**src/rtl/clock_time_setter_pkg.sv**
```systemverilog
// Shared types, field bounds and wrap helpers for the time setter.
package clock_pkg;

  typedef enum logic [1:0] {
    MODE_RUN    = 2'd0,
    MODE_SET_HH = 2'd1,
    MODE_SET_MM = 2'd2,
    MODE_SET_SS = 2'd3
  } mode_t;

  localparam int unsigned HH_MAX = 23;
  localparam int unsigned MM_MAX = 59;
  localparam int unsigned SS_MAX = 59;
  localparam int unsigned HH_W   = 5;
  localparam int unsigned MS_W   = 6;

  // Mode key advances RUN -> SET_HH -> SET_MM -> SET_SS -> RUN.
  function automatic mode_t next_mode(input mode_t m);
    case (m)
      MODE_RUN:    return MODE_SET_HH;
      MODE_SET_HH: return MODE_SET_MM;
      MODE_SET_MM: return MODE_SET_SS;
      default:     return MODE_RUN;
    endcase
  endfunction

  // Hour edit step with 23 <-> 0 wrap; zero is caught by compare, never underflow.
  function automatic logic [HH_W-1:0] step_hh(input logic [HH_W-1:0] v, input logic up);
    if (up) return (v == HH_W'(HH_MAX)) ? '0 : v + HH_W'(1);
    else    return (v == '0) ? HH_W'(HH_MAX) : v - HH_W'(1);
  endfunction

  // Minute/second edit step with max <-> 0 wrap.
  function automatic logic [MS_W-1:0] step_ms(input logic [MS_W-1:0] v,
                                              input logic [MS_W-1:0] max,
                                              input logic up);
    if (up) return (v == max) ? '0 : v + MS_W'(1);
    else    return (v == '0) ? max : v - MS_W'(1);
  endfunction

endpackage

```
**src/rtl/clock_time_setter_key_repeat.sv**
```systemverilog
// Press detection plus auto-repeat for one debounced key.
module key_repeat #(
  parameter int unsigned REPEAT_DELAY  = 25000000,
  parameter int unsigned REPEAT_PERIOD = 6250000
) (
  input  logic i_clk,
  input  logic i_rst,
  input  logic i_key,
  output logic o_step
);

  localparam int unsigned CW = $clog2(REPEAT_DELAY + 1);

  logic          key_q;
  logic [CW-1:0] cnt;
  logic          press;
  logic          repeat_hit;

  // cnt holds the number of cycles since the press; after the first repeat it is
  // reloaded so that it reaches REPEAT_DELAY again every REPEAT_PERIOD cycles.
  assign press      = i_key & ~key_q;
  assign repeat_hit = i_key & key_q & (cnt == CW'(REPEAT_DELAY));
  assign o_step     = press | repeat_hit;

  // Key history and hold counter; release clears the counter.
  always_ff @(posedge i_clk) begin
    if (i_rst) begin
      key_q <= 1'b0;
      cnt   <= '0;
    end else begin
      key_q <= i_key;
      if (!i_key)          cnt <= '0;
      else if (press)      cnt <= CW'(1);
      else if (repeat_hit) cnt <= CW'(REPEAT_DELAY - REPEAT_PERIOD + 1);
      else                 cnt <= cnt + CW'(1);
    end
  end

endmodule

```
**src/rtl/clock_time_setter.sv**
```systemverilog
// 24-hour time keeper with key-driven field editing, auto-repeat and blinking.
module clock_time_setter
  import clock_pkg::*;
#(
  parameter int unsigned F_CLK         = 50000000,
  parameter int unsigned BLINK_HZ      = 2,
  parameter int unsigned REPEAT_DELAY  = F_CLK / 2,
  parameter int unsigned REPEAT_PERIOD = F_CLK / 8
) (
  input  logic            i_clk,
  input  logic            i_rst,
  input  logic            i_tick_1hz,
  input  logic            i_key_mode,
  input  logic            i_key_inc,
  input  logic            i_key_dec,
  output logic [HH_W-1:0] o_hh,
  output logic [MS_W-1:0] o_mm,
  output logic [MS_W-1:0] o_ss,
  output logic [1:0]      o_mode,
  output logic [2:0]      o_blank,
  output logic            o_day_pulse
);

  localparam int unsigned HALF = F_CLK / (2 * BLINK_HZ);
  localparam int unsigned BW   = (HALF > 1) ? $clog2(HALF) : 1;

  mode_t           mode_q, mode_n;
  logic [HH_W-1:0] hh_q, hh_n;
  logic [MS_W-1:0] mm_q, mm_n, ss_q, ss_n;
  logic [BW-1:0]   blink_cnt_q, blink_cnt_n;
  logic            phase_q, phase_n;
  logic [2:0]      blank_q, blank_n;
  logic            day_q, day_n;
  logic            mode_key_q;

  logic inc_step, dec_step;
  logic mode_press, inc_ok, dec_ok, edit;

  key_repeat #(
    .REPEAT_DELAY  (REPEAT_DELAY),
    .REPEAT_PERIOD (REPEAT_PERIOD)
  ) u_inc (
    .i_clk  (i_clk),
    .i_rst  (i_rst),
    .i_key  (i_key_inc),
    .o_step (inc_step)
  );

  key_repeat #(
    .REPEAT_DELAY  (REPEAT_DELAY),
    .REPEAT_PERIOD (REPEAT_PERIOD)
  ) u_dec (
    .i_clk  (i_clk),
    .i_rst  (i_rst),
    .i_key  (i_key_dec),
    .o_step (dec_step)
  );

  // A mode press overrides steps; opposing steps in one cycle cancel.
  assign mode_press = i_key_mode & ~mode_key_q;
  assign inc_ok     = inc_step & ~dec_step & ~mode_press;
  assign dec_ok     = dec_step & ~inc_step & ~mode_press;
  assign edit       = (mode_q != MODE_RUN) & (inc_ok | dec_ok);

  // State register for mode, time fields, blink and registered outputs.
  always_ff @(posedge i_clk) begin
    if (i_rst) begin
      mode_q      <= MODE_RUN;
      hh_q        <= '0;
      mm_q        <= '0;
      ss_q        <= '0;
      blink_cnt_q <= '0;
      phase_q     <= 1'b0;
      blank_q     <= '0;
      day_q       <= 1'b0;
      mode_key_q  <= 1'b0;
    end else begin
      mode_q      <= mode_n;
      hh_q        <= hh_n;
      mm_q        <= mm_n;
      ss_q        <= ss_n;
      blink_cnt_q <= blink_cnt_n;
      phase_q     <= phase_n;
      blank_q     <= blank_n;
      day_q       <= day_n;
      mode_key_q  <= i_key_mode;
    end
  end

  // Next-state: mode sequencing, time counting or field edit, blink timing.
  always_comb begin
    mode_n      = mode_q;
    hh_n        = hh_q;
    mm_n        = mm_q;
    ss_n        = ss_q;
    day_n       = 1'b0;
    blink_cnt_n = blink_cnt_q;
    phase_n     = phase_q;
    blank_n     = '0;

    // A tick coinciding with a mode press is dropped: the new mode rules.
    if (mode_press) begin
      mode_n = next_mode(mode_q);
    end else begin
      case (mode_q)
        MODE_RUN: begin
          if (i_tick_1hz) begin
            if (ss_q == MS_W'(SS_MAX)) begin
              ss_n = '0;
              if (mm_q == MS_W'(MM_MAX)) begin
                mm_n = '0;
                if (hh_q == HH_W'(HH_MAX)) begin
                  hh_n  = '0;
                  day_n = 1'b1;
                end else begin
                  hh_n = hh_q + HH_W'(1);
                end
              end else begin
                mm_n = mm_q + MS_W'(1);
              end
            end else begin
              ss_n = ss_q + MS_W'(1);
            end
          end
        end
        MODE_SET_HH: if (edit) hh_n = step_hh(hh_q, inc_ok);
        MODE_SET_MM: if (edit) mm_n = step_ms(mm_q, MS_W'(MM_MAX), inc_ok);
        default:     if (edit) ss_n = step_ms(ss_q, MS_W'(SS_MAX), inc_ok);
      endcase
    end

    if (mode_press || edit) begin
      blink_cnt_n = '0;
      phase_n     = 1'b0;
    end else if (blink_cnt_q == BW'(HALF - 1)) begin
      blink_cnt_n = '0;
      phase_n     = ~phase_q;
    end else begin
      blink_cnt_n = blink_cnt_q + BW'(1);
    end

    case (mode_n)
      MODE_SET_HH: blank_n = {phase_n, 2'b00};
      MODE_SET_MM: blank_n = {1'b0, phase_n, 1'b0};
      MODE_SET_SS: blank_n = {2'b00, phase_n};
      default:     blank_n = '0;
    endcase
  end

  assign o_hh        = hh_q;
  assign o_mm        = mm_q;
  assign o_ss        = ss_q;
  assign o_mode      = mode_q;
  assign o_blank     = blank_q;
  assign o_day_pulse = day_q;

endmodule
```
**config.mk**
```make
export PLATFORM = sky130hd
export DESIGN_NAME = clock_time_setter
export DESIGN_NICKNAME = d
export VERILOG_FILES = /design/src/rtl/clock_time_setter_pkg.sv /design/src/rtl/clock_time_setter_key_repeat.sv /design/src/rtl/clock_time_setter.sv
export SDC_FILE = /design/constraint.sdc
export NUM_CORES = 1
export LEC_CHECK = 0
export CAP_MARGIN = 5
export CORE_ASPECT_RATIO = 1.5
export CORE_MARGIN = 2
export CORE_UTILIZATION = 60
export CTS_CLUSTER_SIZE = 20
export DETAILED_ROUTE_END_ITERATION = 8
export PLACE_DENSITY = 0.86
export SETUP_SLACK_MARGIN = 0.3
export SLEW_MARGIN = 40
export SYNTH_ARGS = -nofsm -noshare
export SYNTH_HDL_FRONTEND = slang
export SYNTH_SLANG_ARGS = --single-unit
```
**constraint.sdc**
```tcl
create_clock -name i_clk -period 3.8 [get_ports i_clk]
set_input_delay 0.95 -clock i_clk [delete_from_list [all_inputs] [get_ports i_clk]]
set_output_delay 0.95 -clock i_clk [all_outputs]
set_load 0.02 [all_outputs]
```
---- After elaboration in Yosys (flattened, before gate mapping) ----
Cells that the tools add are included.
word-level totals
  flip-flop bits (word level) ............. 101
  input port bits ......................... 6
  output and inout port bits .............. 23
  word-level logic and storage cells ...... 123
operators by class
  $add $sub $neg .......................... 9
  eq/ne operators ......................... 16
  mux-type cells .......................... 31
  bitwise logic cells ..................... 29
  reductions and logical operators ........ 21
operators by type and width
  cell                     count
  $mux W6                  11
  $add A25 B1 Y25 const B  2
  $eq A25 B25 Y1 const B   2
  $mux W25                 2
  $mux W5                  7
  $add A24 B1 Y24 const B  1
  $eq A24 B24 Y1 const B   1
  $pmux W6 S2              2
  $not A1 Y1               14
  $add A6 B1 Y6 const B    2
  $and A1 B1 Y1            12
  $eq A6 B6 Y1 const B     2
  $logic_not A6 Y1         2
  $sub A6 B1 Y6 const B    2
  $ne A2 B2 Y1 const B     5
  $pmux W5 S2              1
  $pmux W3 S3              1
  $reduce_or A3 Y1         3
  $reduce_bool A2 Y1       4
  $reduce_or A4 Y1         2
  $eq A2 B2 Y1 const B     3
  $pmux W2 S3              1
  $reduce_and A6 Y1        1
  $reduce_or A2 Y1         3
  other kinds (13)         20

---- Depth between registers and ports, before layout ----
Gate-level depths: netlist of the first run.
  depth after elaboration ................. 11
  depth in mapped cells ................... 11
  mapped depth without buffers ............ 9

---- Modules after synthesis ----
Synthesis of the first run repeated with hierarchy kept, for this count alone.
unflattened totals
  cells, all modules ...................... 645
  area total of the unflattened synthesis .. 5421.4 sq um
modules (own cells, without submodules)
  module               instances  cells an instance  area each (sq um)  seq. area each (sq um)
  clock_time_setter    1          354                2862.7             980.9
  key_repeat at u_dec  1          149                1290.0             520.5
  key_repeat at u_inc  1          142                1268.7             520.5

---- Worst setup path before layout of the first run ----
OpenSTA, ideal clock, no wires.
  path kind ............................... input -> register
  start ................................... in i_key_inc
  end ..................................... reg mm_q[2], in the netlist o_mm[2]
  library setup time ...................... 91 ps
  arrival ................................. 3044 ps
  data required time ...................... 3709 ps
  slack ................................... 665 ps
  cell stages on the path ................. 7
  path buffers ............................ 1
  cells stage by stage .................... nand4b_1 or4_4 o41a_1 o21ai_2 buf_2 mux2_2 a311oi_1
between the ends
  word-level cells in the longest chain between the ends .. 10
  elaborated cells on any way between the ends .. 16
  those cells by class .................... 1 x eq/ne; 3 x mux; 11 x bitwise; 1 x reduce/logical
ends and longest elaborated chain
  item                         RTL line                            source
  start: declaration           clock_time_setter.sv:14             input logic i_key_inc,
  $and A1 B1 Y1 (2 in series)  clock_time_setter_key_repeat.sv:22  assign repeat_hit = i_key & key_q & (cnt == CW'(REPEAT_DELAY));
  $or A1 B1 Y1 *               clock_time_setter_key_repeat.sv:23  assign o_step = press | repeat_hit;
  $not A1 Y1                   clock_time_setter.sv:62             assign dec_ok = dec_step & ~inc_step & ~mode_press;
  $and A1 B1 Y1 (2 in series)  clock_time_setter.sv:62
  $or A1 B1 Y1                 clock_time_setter.sv:63             assign edit = (mode_q != MODE_RUN) & (inc_ok | dec_ok);
  $and A1 B1 Y1                clock_time_setter.sv:63
  $ne A2 B2 Y1 (no line)       n/a
  $reduce_and A5 Y1 (no line)  n/a
  end signal: assignment       clock_time_setter.sv:80             mm_q <= mm_n;
  end: declaration             clock_time_setter.sv:29             logic [MS_W-1:0] mm_q, mm_n, ss_q, ss_n;
Every way passes the cells marked *; elsewhere a longest branch is shown, timed or not. The select of a mux whose other input is x is not followed.
A chain may end at the register's enable or synchronous reset.

---- Final worst setup path of the first run ----
  start ................................... in i_key_inc
  end ..................................... reg mm_q[3], in the netlist o_mm[3]
The elaborated chain is that of the path after synthesis.

==> results of run 1 <==
layer usage:
layer | GRT usage | routed length [um] | vias up
met5 | 0 | 0 | -
met3 | 0.0626 | 434 | 18
li1 | - | - | 2171
met1 | 0.267 | 4520 | 2079
met2 | 0.435 | 5490 | 106
met4 | 0.0954 | 207 | 0
worst max-delay path: cells and delay by family:
family          cells  cell delay, ns
buf+inv             2            0.69
mux                 1            0.33
compound gates      4            1.01
simple gates        2            0.67
power groups by stage:
stage | logic (uW) | registers [uW] | clock network, uW
2_1_floorplan | 131 | 1120 | 0
3_3_place_gp | 197 | 1120 | 0
3_5_place_dp | 204 | 1120 | 0
4_1_cts | 205 | 1090 | 1010
5_1_grt | 229 | 1090 | 1050
6_report | 209 | 1090 | 995
stage by stage:
stage | hold slack, ns | instance area [um^2] | utilization | instances | worst slack (ns)
after detailed placement | 0.462 | 5510 | 0.663 | 734 | -0.00479
after CTS | 0.483 | 5830 | 0.702 | 750 | 0.356
after floorplan | 0.430 | 5080 | - | 608 | 0.665
after global routing | 0.498 | 5850 | 0.704 | 750 | 0.279
after global placement | 0.443 | 5510 | 0.663 | 734 | 0.102
final | 0.477 | 5850 | 0.704 | 750 | 0.380
cells in the mapped netlist, drive strengths merged, types with 2 or more instances:
cell type	number
dfxtp	101
nor2	92
nand2	54
xor2	50
nand3	39
inv	27
a21oi	26
xnor2	20
and3	17
ha	16
nand4	16
nor3	15
o21ai	15
clkbuf	14
nor2b	8
or3	8
mux2i	7
a211oi	6
and2	6
and4	6
nor3b	5
a211o	4
buf	4
nand2b	4
nand3b	4
nor4	4
a311oi	3
mux2	3
nor4b	3
o32ai	3
or4	3
o2111ai	2
o211ai	2
o21a	2
o22ai	2
o31ai	2
or2	2
cell families (layout without fill, tap and decap cells):
kind of cell    after synthesis  count (layout)  synth area share
flops                       101             101             0.398
compound gates               76              76             0.105
fa+ha+maj                    16              16            0.0394
xor+xnor                     70              70             0.121
mux                          10              10            0.0204
simple gates                290             290             0.282
buf+inv                      45              80            0.0342
cell type report:
type	instances	area (um^2)	area share
Tap cell	107	134	0.0229
Multi-Input combinational cell	462	2910	0.497
Clock inverter	5	83.8	0.0143
Inverter	27	101	0.0173
Clock buffer	11	243	0.0415
Sequential cell	101	2020	0.346
Timing Repair Buffer	37	360	0.0616
final timing paths:
| path | start | endpoint | slack (ns) | cells past startpoint |
|---|---|---|---|---|
| setup reg to reg | u_inc.cnt[2] | o_mm[3] | 0.99 | 8 |
| setup / recovery | i_key_inc | o_mm[3] | 0.38 | 9 |
| hold reg to reg | blink_cnt_q[0] | blink_cnt_q[0] | 0.48 | 1 |
| hold / removal | blink_cnt_q[0] | blink_cnt_q[0] | 0.48 | 1 |
state kept, by name, indices dropped and copies added, names as in the netlist:
register	cells
o_ss	6
u_dec.cnt	25
mode_key_q	1
o_blank	3
u_inc.key_q	1
blink_cnt_q	24
o_hh	5
o_day_pulse	1
u_dec.key_q	1
phase_q	1
u_inc.cnt	25
o_mm	6
o_mode	2
==> flow_summary_export.csv, run 1 <==
group,metric,value,unit
run_status,run_status,"completed",
synth,synth_seq_area_share,0.398,
floorplanning,fp.coreArea,0.00831,mm^2
floorplanning,chipWidth,79.2,um
timing,timing.fmax,292,MHz
detailed_routing,ant_nets,0,
detailed_routing,drcViolationCount,0,
timing,layout_min_cycle_time,3.42,ns
synth,synthTopCellsByArea,"dfxtp_1 (40%), xor2_1 (8.6%), nor2_1 (6.8%)",
timing,timing.max_slew.rel_slack,0.538,
setup_path,timing_worst_setup_path_type,"input port to flop",
timing,final_hold_viol_count,0,
pwr,internal_power,1760,uW
synth,yosysWarnings,0,
setup_path,timing.critical_path.arrival,3.65,ns
clock_network,worst_skew_pair_later_pin_latency,0.35,ns
finish,top_library_cells_by_usage_in_the_layout_fill_and_taps_aside,"dfxtp_1 (101), nor2_1 (92), nand2_1 (54)",
pwr,vdd_ir_drop_max,0.000271,V
finish,fillCellCount,659,
finish,layout.cells.most_common,"dfxtp_1",
clock_network,post_cts_resize_count,0,
clock_network,clk_root_buffer_cell,"clkbuf_16",
detailed_routing,detailedRoute.firstIterationViolations,229,
synth,syn_nets,630,
placed_design,place_hpwl,7540,um
grt,pin_count_of_the_biggest_net_entering_global_routing,25,
finish,antenna-diode-count,0,
synth,synth_top_cell_area_share,0.398,
finish,nNetsFinal,660,
floorplanning,io-pin-count,29,
clock_network,worst_setup_hold_path_clk_slew,0.07,ns
timing,min_period_over_period,0.900,
setup_path,worstPathCellList,"clkdlybuf4s50_1 -> nand4b_1 -> or4_4 -> o41a_1 -> o21ai_2 -> buf_12 -> mux2_2 -> o32ai_1 -> a211oi_1",
pwr,p_comb_frac,0.091,
clock_network,htree_num_levels,3,
setup_path,cpPeakStageDelay,0.56,ns
timing,maxSlewViolCount,0,
setup_path,critical_path_endpoint_category,"flop",
finish,area_growth,15.0,%
pwr,total_power,2300,uW
timing,final-setup-viol-count,0,
setup_path,crit_path_start_kind,"input port",
clock_network,cts_tree,"yes",
floorplanning,floorplan.rows,41,
floorplanning,start_util,0.612,
detailed_routing,routed_wl,10700,um
synth,synth-seq-cells,101,
hold_path,min-delay-path-class,"flop to flop",
synth,dominantRegCellSynth,"dfxtp_1",
detailed_routing,vias_per_cell,5.83,
grt,overall_overflow_remaining_after_global_route,0,
clock_network,maximum_buffer_depth_of_the_clock_tree,2,
grt,grt_pass1_wl,17900,um
floorplanning,die-area,0.00924,mm^2
timing,timing_worst_slew_pin_value,0.687,ns
pwr,switching_share,0.235,
synth,post_synth_num_cell_types,56,
setup_path,worst-path-max-fanout,14,
pwr,power.share.clock,0.433,
pwr,power-per-cell-area,393,mW/mm^2
detailed_routing,vias_after_detailed_routing,4374,
floorplanning,die_y,117,um
placed_design,gpl.final_weighted_congestion,0.884,
detailed_routing,detailed_routing_iteration_count_for_the_pre_antenna_repair_pass,5,
synth,syn-mean-instance-area,8.36,um^2
detailed_routing,route.detailed.wl_per_inst,14.2,um
synth,async_reset_ff_frac,0,
pwr,p_sw,539,uW
pwr,power.sequential.fraction,0.476,
grt,global_route.usage.total,0.240,
setup_path,crit_required,4.03,ns
synth,synthCells,608,
clock_network,hold_buffers,0,
timing,rsz0062_at_grt,"false",
clock_network,clock-sinks,101,
clock_network,tritoncts.num_buffers,9,
placed_design,place.port_buffers,28,
finish,post_route_cells_drive_above_1_share,0.0607,
synth,synth_edf_count,0,
timing,worst_clock_skew,0.00701,ns
flow_run,max_cap_viol_count,0,
pwr,cellLeakagePower,0.00204,uW
clock_network,cts.repair_timing.setup_buffer_count,0,
synth,synth.cell_area,0.00508,mm^2
grt,grt_pass1_vias,4190,
grt,antenna_found_initial,0,
timing,fin_setup_tns,0,ns
synth,yosysTopAreaCell,"dfxtp_1",
setup_path,crit_path_top_delay_cell,"or4_4",
Power figures use the tool's default switching activity.
==> inputs of run 2 (changes only) <==
ABC_CLOCK_PERIOD_IN_PS = 3800   (was unset)
CELL_PAD_IN_SITES_DETAIL_PLACEMENT = 1   (was unset)
CELL_PAD_IN_SITES_GLOBAL_PLACEMENT = 1   (was unset)
CORE_UTILIZATION = 45   (was 60)
PLACE_DENSITY = 0.85   (was 0.86)
==> flow_summary_export.csv, run 2 (same netlist as run 1, synthesis figures left out) <==
group,metric,value,unit
run_status,run_status,"completed",
clock_network,clk_root_buffer_cell,"clkbuf_16",
finish,area_growth,16.7,%
detailed_routing,vias_per_cell,5.59,
grt,overall_overflow_remaining_after_global_route,0,
placed_design,place.port_buffers,28,
setup_path,critical_path_endpoint_category,"flop",
floorplanning,floorplan.rows,47,
floorplanning,io-pin-count,29,
flow_run,max_cap_viol_count,0,
clock_network,post_cts_resize_count,0,
clock_network,maximum_buffer_depth_of_the_clock_tree,2,
pwr,power-per-cell-area,402,mW/mm^2
placed_design,place_hpwl,9330,um
grt,pin_count_of_the_biggest_net_entering_global_routing,25,
finish,nNetsFinal,662,
finish,top_library_cells_by_usage_in_the_layout_fill_and_taps_aside,"dfxtp_1 (101), nor2_1 (92), nand2_1 (54)",
finish,layout.cells.most_common,"dfxtp_1",
clock_network,htree_num_levels,3,
floorplanning,fp.coreArea,0.0111,mm^2
timing,rsz0062_at_grt,"false",
setup_path,worst-path-buf-inv,1,
clock_network,worst_setup_hold_path_clk_slew,0.07,ns
detailed_routing,ant_nets,0,
setup_path,worstPathCellList,"clkdlybuf4s50_1 -> nand4b_1 -> or4_4 -> o31ai_4 -> xnor2_2 -> a2111o_1 -> or3_1 -> a21oi_1",
finish,fin_util,0.537,
setup_path,cpPeakStageDelay,0.58,ns
detailed_routing,routed_wl,13400,um
pwr,vdd_ir_drop_max,0.000239,V
pwr,power.sequential.fraction,0.459,
clock_network,hold_buffers,0,
detailed_routing,detailed_routing_iteration_count_for_the_pre_antenna_repair_pass,6,
timing,maxSlewViolCount,0,
clock_network,worst_skew_pair_later_pin_latency,0.35,ns
timing,worst_clock_skew,0.00680,ns
grt,grt_pass1_vias,4710,
setup_path,crit-reg2reg-launch,"u_inc.cnt[0]",
timing,final_hold_viol_count,0,
finish,fillCellCount,1353,
finish,ff_latch_area,0.00202,mm^2
clock_network,cts.repair_timing.setup_buffer_count,0,
setup_path,timing_worst_setup_path_type,"input port to flop",
timing,layout_min_cycle_time,3.37,ns
setup_path,ff2ff_setup_slack,0.99,ns
setup_path,crit_path_start_kind,"input port",
floorplanning,die-area,0.0122,mm^2
detailed_routing,drcViolationCount,0,
grt,antenna_found_initial,0,
pwr,internal_power,1820,uW
timing,timing.fmax,297,MHz
detailed_routing,detailedRoute.firstIterationViolations,97,
grt,global_route.usage.total,0.226,
hold_path,whs_endpoint,"u_inc.cnt[13]",
clock_network,tritoncts.num_buffers,9,
clock_network,cts_tree,"yes",
timing,final-setup-viol-count,0,
pwr,cellLeakagePower,0.00206,uW
floorplanning,start_util,0.460,
pwr,p_sw,561,uW
timing,fin_setup_tns,0,ns
finish,antenna-diode-count,0,
clock_network,clock-sinks,101,
hold_path,worst_hold_startpoint,"u_inc.cnt[13]",
floorplanning,chipWidth,90.8,um
timing,timing_worst_slew_pin_value,0.731,ns
placed_design,gpl.final_weighted_congestion,0.852,
hold_path,min-delay-path-class,"flop to flop",
setup_path,critical-path-top-delay-family,"simple AND/OR/NAND/NOR gates",
setup_path,crit_path_top_delay_cell,"or4_4",
hold_path,min_delay_path_depth,2,
pwr,p_comb_frac,0.091,
grt,grt_pass1_wl,22500,um
setup_path,crit_required,4.08,ns
pwr,power.share.clock,0.449,
setup_path,worst-path-max-fanout,4,
pwr,switching_share,0.235,
timing,min_period_over_period,0.887,
floorplanning,die_y,134,um
timing,timing.max_slew.rel_slack,0.513,
finish,multiInputGateArea,0.00290,mm^2
detailed_routing,vias_after_detailed_routing,4430,
setup_path,rr_endpoint,"o_ss[0]",
setup_path,timing.critical_path.arrival,3.65,ns
detailed_routing,route.detailed.wl_per_inst,16.9,um
finish,post_route_cells_drive_above_1_share,0.0667,
finish,largest_registers,"u_dec.cnt (25), u_inc.cnt (25), blink_cnt_q (24)",
setup_path,reg2reg_depth,9,
## run 2: cell types whose count changed in the layout (fill, tap and decap cells not counted), sizes merged
cell / previous run / this run
buf: 9 / 11
clkbuf: 11 / 10
bufinv: 2 / 3
## run 2: through the flow
step | hold slack, ns | std cells | cell area [um^2] | total power, uW | setup WS [ns]
final | 0.496 | 792 | 5940 | 2380 | 0.430
after global placement | 0.440 | 776 | 5570 | 1320 | 0.0992
after global routing | 0.523 | 792 | 5940 | 2450 | 0.302
after detailed placement | 0.484 | 776 | 5570 | 1330 | 0.0463
after floorplan | 0.430 | 608 | 5080 | 1250 | 0.665
after CTS | 0.494 | 792 | 5920 | 2390 | 0.382
## run 2: final cells by class
class | count | area share
Clock inverter | 6 | 0.0185
Clock buffer | 10 | 0.0403
Tap cell | 147 | 0.0310
Multi-Input combinational cell | 462 | 0.489
Inverter | 27 | 0.0171
Sequential cell | 101 | 0.341
Timing Repair Buffer | 39 | 0.0632
## run 2: worst min-delay path: cells and delay by family (launching register included)
| family | cells | cell delay [ns] |
|---|---|---|
| AO/OA/AOI/OAI | 2 | 0.13 |
| flip-flops | 1 | 0.32 |
## run 2: worst max-delay path by stage
stage                   end  depth (start not counted)      start
detailed placement  o_mm[3]                          9  i_key_inc
floorplan           o_mm[2]                          7  i_key_inc
CTS                 o_mm[3]                          9  i_key_inc
global route        o_ss[1]                          9  i_key_inc
global placement    o_mm[3]                          9  i_key_inc
finish              o_ss[0]                          8  i_key_inc
## run 2: power groups by stage
stage,Clock (uW),Sequential [uW],Combinational (uW)
global route,1120,1100,241
global placement,0,1120,202
floorplan,0,1120,131
finish,1070,1090,218
detailed placement,0,1120,214
CTS,1080,1090,216
## run 2: routing by layer
| metal | share of wire | global-route usage | routed length, um |
|---|---|---|---|
| met5 | 0 | 0 | 0 |
| met1 | 0.40 | 0.245 | 5370 |
| met4 | 0.022 | 0.0842 | 293 |
| met3 | 0.021 | 0.0382 | 285 |
| met2 | 0.55 | 0.433 | 7400 |
==> inputs of run 3 (changes only) <==
REMOVE_ABC_BUFFERS = 1   (was unset)
==> flow_summary_export.csv, run 3 (same netlist as run 1, synthesis figures left out) <==
group,metric,value,unit
detailed_routing,routed_wl,13000,um
pwr,power.share.clock,0.403,
finish,post_route_cells_drive_above_1_share,0.0621,
setup_path,critical_path_endpoint_category,"flop",
pwr,internal_power,1610,uW
detailed_routing,ant_nets,0,
grt,grt_pass1_wl,22400,um
clock_network,clock-sinks,101,
floorplanning,io-pin-count,29,
timing,final-setup-viol-count,0,
pwr,cellLeakagePower,0.00202,uW
detailed_routing,detailedRoute.firstIterationViolations,136,
timing,timing.fmax,298,MHz
finish,largest_registers,"u_dec.cnt (25), u_inc.cnt (25), blink_cnt_q (24)",
clock_network,hold_buffers,0,
setup_path,cpPeakStageDelay,0.56,ns
pwr,p_comb_frac,0.096,
pwr,total_power,2180,uW
floorplanning,fp.coreArea,0.0111,mm^2
timing,timing.max_slew.rel_slack,0.508,
clock_network,worst_setup_hold_path_clk_slew,0.07,ns
timing,setup_ws,0.440,ns
pwr,switching_share,0.263,
floorplanning,die_y,134,um
placed_design,place.port_buffers,28,
setup_path,crit-reg2reg-launch,"o_ss[0]",
timing,layout_min_cycle_time,3.36,ns
pwr,power-per-cell-area,374,mW/mm^2
pwr,p_sw,574,uW
hold_path,min-delay-path-class,"flop to flop",
timing,min_period_over_period,0.884,
grt,overall_overflow_remaining_after_global_route,0,
setup_path,worstPathCellList,"clkdlybuf4s50_1 -> nand4b_1 -> or4_4 -> o41a_1 -> o21ai_2 -> buf_4 -> mux2_2 -> o32ai_1 -> a211oi_1",
floorplanning,start_util,0.460,
run_status,run_status,"completed",
setup_path,timing_worst_setup_path_type,"input port to flop",
timing,rsz0062_at_grt,"false",
pwr,power.sequential.fraction,0.501,
timing,maxSlewViolCount,0,
grt,antenna_found_initial,0,
clock_network,cts.repair_timing.setup_buffer_count,0,
placed_design,place_hpwl,9330,um
detailed_routing,detailed_routing_iteration_count_for_the_pre_antenna_repair_pass,6,
finish,antenna-diode-count,0,
finish,area_growth,14.8,%
timing,fin_setup_tns,0,ns
setup_path,crit_path_start_kind,"input port",
timing,hold-worst-slack,0.477,ns
finish,stdcell_count,791,
grt,global_route.usage.total,0.221,
setup_path,critical-path-top-delay-family,"compound AO/OA/AOI/OAI gates",
setup_path,worst_setup_path_startpoint,"i_key_inc",
setup_path,crit_path_top_delay_cell,"or4_4",
setup_path,worst-path-buf-inv,2,
detailed_routing,route.detailed.wl_per_inst,16.4,um
placed_design,placement.setup.worst_slack,-0.00585,ns
detailed_routing,drcViolationCount,0,
timing,final_hold_viol_count,0,
clock_network,clk_root_buffer_cell,"clkbuf_16",
setup_path,worst-path-max-fanout,14,
clock_network,htree_num_levels,3,
detailed_routing,vias_after_detailed_routing,4382,
finish,top_library_cells_by_usage_in_the_layout_fill_and_taps_aside,"dfxtp_1 (101), nor2_1 (92), nand2_1 (54)",
placed_design,gpl.final_weighted_congestion,0.834,
grt,pin_count_of_the_biggest_net_entering_global_routing,25,
pwr,vdd_ir_drop_max,0.000216,V
setup_path,crit_required,4.03,ns
finish,nNetsFinal,661,
setup_path,timing.critical_path.arrival,3.59,ns
flow_run,max_cap_viol_count,0,
clock_network,cts_tree,"yes",
clock_network,tritoncts.num_buffers,9,
clock_network,worst_skew_pair_later_pin_latency,0.35,ns
clock_network,maximum_buffer_depth_of_the_clock_tree,2,
grt,grt_pass1_vias,4717,
finish,layout.cells.most_common,"dfxtp_1",
hold_path,worst_hold_startpoint,"blink_cnt_q[0]",
placed_design,dp.cells,775,
floorplanning,die-area,0.0122,mm^2
timing,timing_worst_slew_pin_value,0.739,ns
floorplanning,chipWidth,90.8,um
detailed_routing,vias_per_cell,5.54,
timing,worst_clock_skew,0.00902,ns
floorplanning,floorplan.rows,47,
run 3: final timing paths:
check	endpoint	slack, ns	depth (start not counted)
max	o_mm[3]	0.44	9
min	blink_cnt_q[0]	0.48	1
max reg2reg	o_hh[4]	1.01	7
min reg2reg	blink_cnt_q[0]	0.48	1
run 3: per-stage QoR:
| stage | utilization | instance area (um^2) |
|---|---|---|
| floorplan | - | 5010 |
| global placement | 0.502 | 5550 |
| finish | 0.528 | 5840 |
| global route | 0.528 | 5840 |
| detailed placement | 0.502 | 5550 |
| CTS | 0.527 | 5830 |
run 3: layer usage:
metal  GRT usage  share of wire  vias up
met5           0              0        -
met4      0.0665          0.014        0
met3      0.0376          0.024       14
met2       0.419           0.55       49
met1       0.252           0.41     2153
li1            -              -     2166
run 3: area by class of cell:
cell class              instances  area (um^2)
repair buffers                 38          355
flip-flops and latches        101         2020
clock inverters                 6         46.3
clock buffers                  10          229
multi-input cells             462         2900
fillers                      1373         5220
inverters                      27          101
well taps                     147          184
run 3: repair_timing:
item | 4_1_cts | 5_1_grt
setup endpoints to repair | 0 | 5
resized for setup | 0 | 2
endpoints found under the hold margin | 0 | 0
run 3: power groups by stage:
stage	combinational, uW	clock [uW]	sequential [uW]
finish	210	880	1090
CTS	211	902	1090
floorplan	121	0	1120
detailed placement	207	0	1120
global route	233	937	1100
global placement	199	0	1120
run 3: worst reg2reg max path: stages (launching register included):
cell and delay [ns]:
dfxtp_1 0.48, ha_1 0.30, nor3b_1 0.52, nand3_1 0.20, or3_1 0.41, o32a_2 0.30, a2111oi_1 0.36, a211oi_1 0.10
